## config.mk

```make
export PLATFORM = sky130hd
export DESIGN_NAME = servo_pwm_gen
export DESIGN_NICKNAME = d
export VERILOG_FILES = /design/src/rtl/servo_pwm_gen.sv
export SDC_FILE = /design/constraint.sdc
export NUM_CORES = 1
export LEC_CHECK = 0
export ABC_AREA = 1
export CORE_MARGIN = 1.5
export CORE_UTILIZATION = 28
export CTS_BUF_LIST = sky130_fd_sc_hd__clkbuf_8
export DETAILED_ROUTE_END_ITERATION = 7
export GPL_TIMING_DRIVEN = 0
export PLACE_DENSITY = 0.49
export SYNTH_ARGS = -nofsm -noshare
export SYNTH_HDL_FRONTEND = slang
export SYNTH_SLANG_ARGS = --single-unit
```

## constraint.sdc

```tcl
create_clock -name clk -period 3.7 [get_ports clk]
set_clock_uncertainty 0.2 [all_clocks]
set_input_delay 0.555 -clock clk [delete_from_list [all_inputs] [get_ports clk]]
set_output_delay 0.555 -clock clk [all_outputs]
set_load 0.01 [all_outputs]
```

## src/rtl/servo_pwm_gen.sv

```systemverilog
// Servo PWM generator: one frame per PERIOD_CNT clocks, high time MIN_CNT + code*STEP_CNT.
// Codes land in a shadow register and are only adopted at frame start, so pulses never glitch.
module servo_pwm_gen #(
    parameter int cant_bits  = 13,
    parameter int CNT_W      = 20,
    parameter int PERIOD_CNT = 1000000,
    parameter int MIN_CNT    = 50000,
    parameter int STEP_CNT   = 196,
    parameter int MAX_CODE   = 255
) (
    input  logic                 clk,
    input  logic                 rst_n,
    input  logic [cant_bits-1:0] dato,
    input  logic                 dato_valid,
    input  logic                 enable,
    output logic                 pwm_out,
    output logic                 frame_tick,
    output logic                 sat,
    output logic                 busy
);

    typedef enum logic {IDLE, RUN} state_t;

    localparam logic [cant_bits-1:0] MAX_C = cant_bits'(MAX_CODE);
    localparam logic [CNT_W-1:0]     LAST  = CNT_W'(PERIOD_CNT - 1);

    state_t               state;
    logic [CNT_W-1:0]     counter;
    logic [CNT_W-1:0]     counter_inc;
    logic [CNT_W-1:0]     width_reg;
    logic [CNT_W-1:0]     width_next;
    logic [cant_bits-1:0] pending_code;

    // pending_code is clamped to MAX_CODE, so the truncating cast cannot lose bits
    assign width_next  = CNT_W'(MIN_CNT) + CNT_W'(pending_code) * CNT_W'(STEP_CNT);
    assign counter_inc = counter + CNT_W'(1);

    always_ff @(posedge clk or negedge rst_n) begin
        if (!rst_n) begin
            state        <= IDLE;
            counter      <= '0;
            width_reg    <= '0;
            pending_code <= '0;
            pwm_out      <= 1'b0;
            frame_tick   <= 1'b0;
            sat          <= 1'b0;
            busy         <= 1'b0;
        end else begin
            frame_tick <= 1'b0;

            if (dato_valid) begin
                pending_code <= (dato > MAX_C) ? MAX_C : dato;
                sat          <= (dato > MAX_C);
            end

            case (state)
                IDLE: begin
                    pwm_out <= 1'b0;
                    busy    <= 1'b0;
                    if (enable) begin
                        state      <= RUN;
                        counter    <= '0;
                        width_reg  <= width_next;
                        pwm_out    <= 1'b1;
                        frame_tick <= 1'b1;
                        busy       <= 1'b1;
                    end
                end
                RUN: begin
                    if (counter == LAST) begin
                        // enable only matters here; a mid-frame drop still finishes the frame
                        if (enable) begin
                            counter    <= '0;
                            width_reg  <= width_next;
                            pwm_out    <= 1'b1;
                            frame_tick <= 1'b1;
                        end else begin
                            state   <= IDLE;
                            counter <= '0;
                            pwm_out <= 1'b0;
                            busy    <= 1'b0;
                        end
                    end else begin
                        counter <= counter_inc;
                        pwm_out <= (counter_inc < width_reg);
                    end
                end
                default: state <= IDLE;
            endcase
        end
    end

endmodule

```

==> summary.txt, run 1 <==
Status
  • Status: completed

Floorplan
  • Die area: 16,200 um^2
  • Starting Density: 28.6%
  • I/O pin count: 21
  • Core area: 15,100 um^2
  • Die Span Y: 127 um
  • Row cnt: 45
  • Die Span X: 127 um

Route
  • Drt total wl: 9.10 mm
  • 1st-pass router iterations: 4
  • Antenna-violating nets left: 0
  • 1st-iter DRT viols: 167
  • WL/cell: 11.9 um
  • Via-per-instance ratio: 4.56
  • DRC Markers: 0
  • Vias: 3,477

Pwr
  • VDD IR max: 0.000131 V
  • Leakage Power: 2.46 nW
  • Sequential Power Share: 49.2%
  • Power per cell area: 252 nW/um^2
  • Comb power frac: 15.7%
  • Sw Share: 26.9%
  • Clk pwr share: 35.1%
  • Cell internal pwr: 0.913 mW
  • NetSw: 0.336 mW

Finish
  • Max reg flops: 20
  • Leading cell type in the layout, fill and taps excluded: nand2_1
  • Most frequent cells in the layout: nand2_1, inv_1, ha_1
  • Antenna diodes: 0
  • Number of nets in the layout: 657
  • Share of cells above drive strength 1: 8.89%
  • P&R area growth vs syn: 14.2%

Timing
  • Period utilization: 94.1%
  • WHS: 39.2 ps
  • Pins Over Slew Limit: 0
  • Post-route minimum period: 3480 ps
  • Max frequency: 0.287 GHz
  • Fin. Hold Viols: 0
  • Setup violators final: 0
  • Slew @ Worst Pin: 690 ps
  • Slew margin rel.: 53.9%
  • Setup TNS: 0 ps

Synth
  • EDFF count, synth: 0
  • Ys Warns: 0
  • Flops & latches, synth: 56
  • Yosys cell types: 45
  • Register area share after synthesis: 32.3%
  • Largest family of logic cells by synthesized area: simple AND/OR/NAND/NOR gates
  • Cell count after synthesis: 544
  • Synth async-reset ratio: 100%
  • Synth Area in XOR/XNOR: 3.64%
  • Most used DFF post-synth: dfrtp_1
  • Adder-Cell Fraction of Synth Area: 20.7%
  • Syn nets: 628
  • Mean Syn Cell Area: 7.97 um^2
  • Mapped Area: 4340 um^2
  • Simple-gate share of the synthesized area: 23.9%
  • Compound-cell area share of the yosys netlist: 9.90%
  • Mux contribution to synthesized area: 0%

Placement
  • Routability cong.: 0.794
  • Port buffer count: 20
  • Hpwl dp: 7.50 mm

Clocking
  • Clock Pin Slew Worst Setup and Hold Paths: 110 ps
  • Hold buffers post-CTS: 0
  • Root Buffer: clkbuf_8
  • Clock sink total: 56
  • Clock buffer count from CTS: 5
  • CTS H-Tree Depth: 2
  • CTS tree: done
  • Clock Latency Late Sink: 320 ps
  • Worst-case clock buffer depth: 2

GRT
  • Largest net degree at the start of global routing: 35
  • GRT Total Usage: 11.9%
  • Vias in the first global route: 3,573
  • Initial antenna violation count: 0
  • GRT Residual Overflow: 0
  • First-pass GRT wire length: 15.9 mm

Worst hold path
  • Hold Path Class: input pin to asynchronous set/reset pin

Worst setup path
  • WP data arrival: 3510 ps
  • Crit-path max FO: 5
  • Startpoint type of the worst setup path: flop
  • Crit end category: flop
  • Crit-path max cell delay: 460 ps
  • CP Class: flop to flop
  • Critical path cell sequence: ha_1 > fa_1 > ha_1 > ha_1 > inv_1 > fa_2 > nand3_1 > nand4_1 > nor2_2 > nand2_1 > nand3b_1 > nand3_1 > nand3_1 > nand2_1
  • CP required: 3720 ps
  • Slowest CP cell: fa_1

Job
  • Max_cap viols: 0
==> logic make-up after synthesis <==
group / after synthesis
DFF: 56
and+or+nand+nor: 226
xor gates and xnor gates: 18
adders and majority gates: 67
AOI/OAI and AO/OA: 72
buffers and inverters: 105
==> power by group through the flow <==
stage | clock network (mW) | logic, mW | registers [mW]
after floorplan | 0 | 0.127 | 0.626
after global placement | 0 | 0.182 | 0.627
after detailed placement | 0 | 0.187 | 0.627
after CTS | 0.457 | 0.188 | 0.615
after global routing | 0.482 | 0.224 | 0.615
final | 0.438 | 0.197 | 0.615
==> cell usage after synthesis (2+ instances only) <==
cell	instances	area share, %
nor3_1	5	0.58
fa_1	8	3.7
nor2_1	33	2.9
o22a_1	6	1.2
o21ai_0	17	2.0
xor2_1	13	2.6
nor3_2	2	0.46
nor2_2	2	0.29
nor4_1	4	0.58
nand4_1	8	1.2
dfrtp_1	56	32
nand3_1	26	3.0
a211oi_1	2	0.35
or2_2	2	0.29
o21ai_1	11	1.3
xnor2_1	5	1.0
nand3_2	3	0.69
nor2_4	2	0.52
clkbuf_1	2	0.17
a21oi_1	15	1.7
o22ai_1	14	2.0
buf_6	2	0.52
a32o_1	2	0.46
nand2_2	7	1.0
inv_1	96	8.3
ha_1	59	17
nand2_1	124	11
==> per-stage QoR <==
| stage | instances | power [mW] | instance area [um^2] | worst slack (ps) | util, % |
|---|---|---|---|---|---|
| after floorplan | 544 | 0.754 | 4340 | 393 | - |
| after global placement | 752 | 0.809 | 4770 | -149 | 31.5 |
| after detailed placement | 753 | 0.813 | 4790 | 86.5 | 31.6 |
| after CTS | 761 | 1.26 | 4910 | 70.9 | 32.4 |
| after global routing | 762 | 1.32 | 4950 | -1.30 | 32.7 |
| final | 762 | 1.25 | 4950 | 217 | 32.7 |
==> what timing repair did <==
item,CTS,global route
setup buffers,0,1
gates resized for setup,0,11
endpoints found under the hold margin,0,0
setup endpoints to repair,0,4
==> final timing paths <==
kind                                              from                           to  slack (ps)  cells past startpoint
setup / recovery           pending_code[2]$_DFFE_PN0P_    width_reg[18]$_DFFE_PN0P_         220                     14
min in group clk             width_reg[19]$_DFFE_PN0P_    width_reg[19]$_DFFE_PN0P_         290                      2
hold / removal                                   rst_n    width_reg[19]$_DFFE_PN0P_          40                      1
max in group asynchronous                        rst_n  pending_code[6]$_DFFE_PN0P_        2620                      2
setup reg to reg           pending_code[2]$_DFFE_PN0P_    width_reg[18]$_DFFE_PN0P_         220                     14
hold reg to reg              width_reg[19]$_DFFE_PN0P_    width_reg[19]$_DFFE_PN0P_         290                      2
==> metal layers <==
metal / vias up / share of wire (%) / wire length [um] / track usage [%]
met2: 49 / 46 / 4230 / 20.9
met4: 0 / 0.46 / 42 / 1.67
met1: 1596 / 50 / 4580 / 15.7
met5: - / 0 / 0 / 0
met3: 6 / 2.8 / 251 / 2.09
li1: 1826 / - / - / -
==> layout make-up <==
cell class	instances	area, um^2
fillers	1625	10200
inverters	99	373
multi-input cells	383	2550
repair buffers	22	223
clock inverters	2	38.8
clock buffers	6	82.6
plain buffers	6	42.5
well taps	188	235
flip-flops and latches	56	1400
==> worst max-delay path, delay by kind of cell, from the launching register on <==
| kind | cells | cell delay [ps] |
|---|---|---|
| buffers and inverters | 1 | 70 |
| flip-flops | 1 | 450 |
| adder cells (fa/ha/maj) | 5 | 1720 |
| AND/OR/NAND/NOR | 8 | 940 |
Note: power is estimated with default switching activity, not from simulation.
==> inputs of run 2 (changes only) <==
Settings changed: GPL_TIMING_DRIVEN 0 to default.
==> summary.txt, run 2 (synthesis results as in run 1) <==
Status
  • Status: completed

Clocking
  • Root Buffer: clkbuf_8
  • CTS H-Tree Depth: 2 (unchanged)
  • Hold buffers post-CTS: 0 (unchanged)
  • Clock Latency Late Sink: 320 ps (about the same)
  • Clock buffer count from CTS: 5 (unchanged)
  • Clock sink total: 56 (unchanged)
  • Clock Pin Slew Worst Setup and Hold Paths: 110 ps (about the same)
  • CTS tree: done
  • Worst-case clock buffer depth: 2 (unchanged)

Worst setup path
  • Critical path cell sequence: ha_1 > fa_1 > ha_1 > ha_1 > inv_1 > fa_2 > nand3_1 > nand2_1 > nor2_2 > nand3_2 > nand2_2 > nand3_2 > nor2_1 > nand2_1 > nand3_1 > nand2_1
  • CP required: 3720 ps (about the same)
  • Worst Path Buf+Inv: 1 (unchanged)
  • WP data arrival: 3470 ps (-40 ps)
  • CP Class: flop to flop
  • Crit end category: flop
  • Slowest CP cell: dfrtp_2
  • Crit-path max FO: 4 (-1)
  • Crit path max-delay family: adder cells
  • R2R Setup Slk: 260 ps (+40 ps)
  • Startpoint type of the worst setup path: flop
  • Crit-path max cell delay: 460 ps (about the same)

Finish
  • Share of cells above drive strength 1: 8.07% (-0.81 points)
  • Layout Cells excl Fill: 758 (-0.52%)
  • Antenna diodes: 0 (unchanged)
  • Most frequent cells in the layout: nand2_1, inv_1, ha_1
  • Fin area: 4900 um^2 (-1.0%)
  • Fin util: 32.4% (-0.34 points)
  • Number of nets in the layout: 653 (-0.61%)
  • Leading cell type in the layout, fill and taps excluded: nand2_1
  • P&R area growth vs syn: 13.0%
  • Max reg flops: 20 (unchanged)

Route
  • WL/cell: 12.0 um (+0.26%)
  • Vias: 3,446 (-0.89%)
  • 1st-iter DRT viols: 156 (-6.6%)
  • 1st-pass router iterations: 4 (unchanged)
  • Antenna-violating nets left: 0 (unchanged)
  • Via-per-instance ratio: 4.55 (-0.37%)
  • Drt total wl: 9.08 mm (-0.26%)
  • DRC Markers: 0 (unchanged)

Placement
  • Hpwl dp: 7.28 mm (-2.9%)
  • Placed cells: 749 (-0.53%)
  • Placement Cell Area: 4750 um^2 (-0.84%)
  • Port buffer count: 20 (unchanged)
  • Routability cong.: 0.784 (-1.3%)

Pwr
  • Leakage Power: 2.44 nW (-0.97%)
  • Power consumption: 1.22 mW (-2.3%)
  • Power per cell area: 249 nW/um^2 (-1.3%)
  • VDD IR max: 0.000124 V (-5.2%)
  • Sequential Power Share: 50.4% (+1.2 points)
  • Comb power frac: 15.3% (-0.4 points)
  • Cell internal pwr: 0.891 mW (-2.4%)
  • Clk pwr share: 34.3% (-0.8 points)
  • NetSw: 0.330 mW (-2.0%)
  • Sw Share: 27.0% (+0.080 points)

Timing
  • Post-route minimum period: 3440 ps (-39.2 ps)
  • Setup TNS: 0 ps (unchanged)
  • Period utilization: 93.1% (-1.1 points)
  • Pins Over Slew Limit: 0 (unchanged)
  • Max frequency: 0.290 GHz (+1.1%)
  • Slew @ Worst Pin: 752 ps (+62.8 ps)
  • Setup violators final: 0 (unchanged)
  • Slew margin rel.: 49.8% (-4.0 points)
  • Fin. Hold Viols: 0 (unchanged)
  • RSZ-0062 raised after global routing: false

Floorplan
  • Row cnt: 45 (unchanged)
  • Die Span X: 127 um (unchanged)
  • Die Span Y: 127 um (unchanged)
  • I/O pin count: 21 (unchanged)
  • Die area: 16,200 um^2 (unchanged)
  • Core area: 15,100 um^2 (unchanged)
  • Starting Density: 28.6% (unchanged)

GRT
  • GRT Total Usage: 12.1% (+0.13 points)
  • Vias in the first global route: 3,516 (-1.6%)
  • GRT Residual Overflow: 0 (unchanged)
  • Initial antenna violation count: 0 (unchanged)
  • First-pass GRT wire length: 16.3 mm (+2.2%)
  • Largest net degree at the start of global routing: 34 (-2.9%)

Job
  • Max_cap viols: 0 (unchanged)

Worst hold path
  • Hold Path Class: input pin to asynchronous set/reset pin
## run 2: layer usage
metal | GRT usage [%] | part of all wire, %
met1 | 16.1 | 49
met2 | 21.0 | 46
met3 | 1.97 | 3.4
met4 | 1.67 | 1.0
met5 | 0 | 0
## run 2: metrics by stage
step                setup slack, ps  hold slack, ps
finish                          256            76.4
global placement                201             267
detailed placement              132             273
global route                   1.72             145
floorplan                       393            59.4
CTS                             108             119
## run 2: cell type report
| class | count | area, um^2 |
|---|---|---|
| Fill cell | 1637 | 10200 |
| Multi-Input combinational cell | 383 | 2550 |
| Sequential cell | 56 | 1400 |
| Inverter | 99 | 373 |
| Tap cell | 188 | 235 |
| Timing Repair Buffer | 24 | 225 |
| Clock buffer | 5 | 68.8 |
| Clock inverter | 3 | 42.5 |
## run 2: what timing repair did
action / 4_1_cts / 5_1_grt
buffers inserted: 0 / 1
setup endpoints to repair: 0 / 5
resized for setup: 0 / 8
hold endpoints to repair: 0 / 0
## run 2: final timing paths
check,from,to,cells after the start
worst max-delay path,pending_code[2]$_DFFE_PN0P_,width_reg[19]$_DFFE_PN0P_,16
worst min-delay path,rst_n,pwm_out$_DFF_PN0_,1
worst max register to register,pending_code[2]$_DFFE_PN0P_,width_reg[19]$_DFFE_PN0P_,16
worst min register to register,busy$_DFFE_PN0P_,busy$_DFFE_PN0P_,1
max in group asynchronous,rst_n,pending_code[2]$_DFFE_PN0P_,2
min in group clk,busy$_DFFE_PN0P_,busy$_DFFE_PN0P_,1
## run 2: power by group through the flow
stage          logic (mW)  registers (mW)  clock network [mW]
6_report            0.187           0.615               0.419
5_1_grt             0.223           0.615               0.458
4_1_cts             0.184           0.615               0.432
3_5_place_dp        0.183           0.627                   0
3_3_place_gp        0.183           0.627                   0
2_1_floorplan       0.127           0.626                   0
==> patch: new RTL, settings of run 2 <==
Change the parameter `cant_bits` from 13 to 17.
--- a/src/rtl/servo_pwm_gen.sv
+++ b/src/rtl/servo_pwm_gen.sv
@@ -3,3 +3,3 @@
 module servo_pwm_gen #(
-    parameter int cant_bits  = 13,
+    parameter int cant_bits  = 17,
     parameter int CNT_W      = 20,
Interface: changed (resized dato); port bits go from 21 to 25. No check against the original RTL was run, so the function may have changed too.
==> patch against run 2 <==
  * Setup slack lost 0.033 ns
  * Cell count grew 14%
  * Sequential cell count grew 4
  * Wire length grew 13%
  * Design area grew 11%
  * Synthesized area grew 9.4%
  * Critical path type unchanged
Power is not compared: it rests on default switching activity, and its combinational part moved more than twofold at a synthesized area within 25%.
==> patch: results (changes against run 2) <==
GP Congestion - 0.875 (+12%)
status - complete, no violations
first-pass GRT wire length - 17.6 mm (+8.3%)
Cell variety after synth - 39 (-13%)
hpwl dp - 8.16 mm (+12%)
Crit Path Max Fanout - 5 (+1)
share of cells above drive strength 1 - 7.42% (-0.65 points)
total CTS buffers - 9 (+4)
nets - 730 (+12%)
WP data arrival - 3.51 ns (+0.04 ns)
top post-synthesis cells by area - dfrtp_1, ha_1, nand2_1
IO Port Bufs - 24 (+20%)
depth of the CTS H-tree - 3 (+1)
vias in the first global route - 3820 (+8.6%)
clk slew on worst S/H paths - 0.07 ns (-0.04 ns)
Slew headroom - 49.5% (-0.35 points)
largest net degree at the start of global routing - 33 (-2.9%)
Total GRT Usage - 12.2% (+0.17 points)
max FFs per register - 20 (unchanged)
post-synthesis sequential area ratio - 31.7% (-0.66 points)
clock latency on the worst-skew pair - 0.34 ns (+0.02 ns)
synth cell count leaders - nand2_1, inv_1, dfrtp_1
routed via count - 3864 (+12%)
filler cell count in the final layout - 1790 (+9.3%)
Iter 0 DRT Violations - 153 (-1.9%)
wire per inst - 11.8 um (-1.6%)
crit path max-delay cell type - fa_2
[patch: changes by cell type in the layout (fill, tap and decap cells not counted), sizes merged, moves of 8 or more]
cell and change:
nor2 +8, inv +21, o22ai +9, nand2 +12, nand3 +11
[patch: worst reg2reg max path, cell delays in order, from the launching register on]
cell	delay (ns)
dfrtp_1	0.42
ha_1	0.33
fa_1	0.46
ha_1	0.31
ha_2	0.21
inv_1	0.07
fa_2	0.47
nand3_1	0.11
nand2_1	0.07
nor2_1	0.19
nand3_1	0.18
nand3_2	0.13
nand3b_1	0.08
nand3_1	0.09
nand2_1	0.05
[patch: cell type report]
class                      count  area [sq um]  share of cell area, %
multi-input combinational    425          2770                   50.8
clock inverter                 5          51.3                  0.941
inverter                     120           450                   8.26
sequential                    60          1500                   27.6
tap                          220           275                   5.05
timing repair buffer          26           250                   4.59
clock buffer                  11           151                   2.78
[patch: path summary, 6_finish.rpt]
kind                                        startpoint  slack [ns]  cells past startpoint                           to
max in group asynchronous                        rst_n        2.34                      2  pending_code[2]$_DFFE_PN0P_
min reg2reg                  width_reg[17]$_DFFE_PN0P_        0.28                      2    width_reg[17]$_DFFE_PN0P_
min                                              rst_n        0.09                      1      counter[15]$_DFFE_PN0P_
min in group clk             width_reg[17]$_DFFE_PN0P_        0.28                      2    width_reg[17]$_DFFE_PN0P_
max reg2reg                pending_code[1]$_DFFE_PN0P_        0.22                     14    width_reg[18]$_DFFE_PN0P_
max                        pending_code[1]$_DFFE_PN0P_        0.22                     14    width_reg[18]$_DFFE_PN0P_
[patch: repair_timing]
item	in CTS	in global routing
resized for setup	0	10
endpoints found under the setup margin	0	6
buffers inserted	0	1
[patch: metal layers]
metal / wire length [um] / part of all wire [%] / up-vias / track usage, %
met4: 87 / 0.85 / 0 / 2.78
met3: 321 / 3.1 / 8 / 3.04
li1: - / - / 2037 / -
met2: 4690 / 46 / 50 / 20.2
met1: 5120 / 50 / 1769 / 16.2
met5: 0 / 0 / - / 0
[patch: per-stage QoR]
stage          worst slack [ns]  total power [mW]  area [sq um]  cells
2_1_floorplan             0.398              1.29          4740    614
3_3_place_gp              0.201              1.45          5200    850
3_5_place_dp              0.130              1.47          5200    850
4_1_cts                   0.111              2.09          5410    866
5_1_grt                 0.00989              2.23          5450    867
6_report                  0.223              2.06          5450    867
[patch: cell families (layout without fill, tap and decap cells)]
family,Yosys count,count (layout),synth area share (%)
AOI/OAI and AO/OA,74,74,8.99
and+or+nand+nor,263,263,25.2
buffers and inverters,129,162,10.7
DFF,60,60,31.7
adders and majority gates,67,67,19.6
xor gates and xnor gates,21,21,3.88
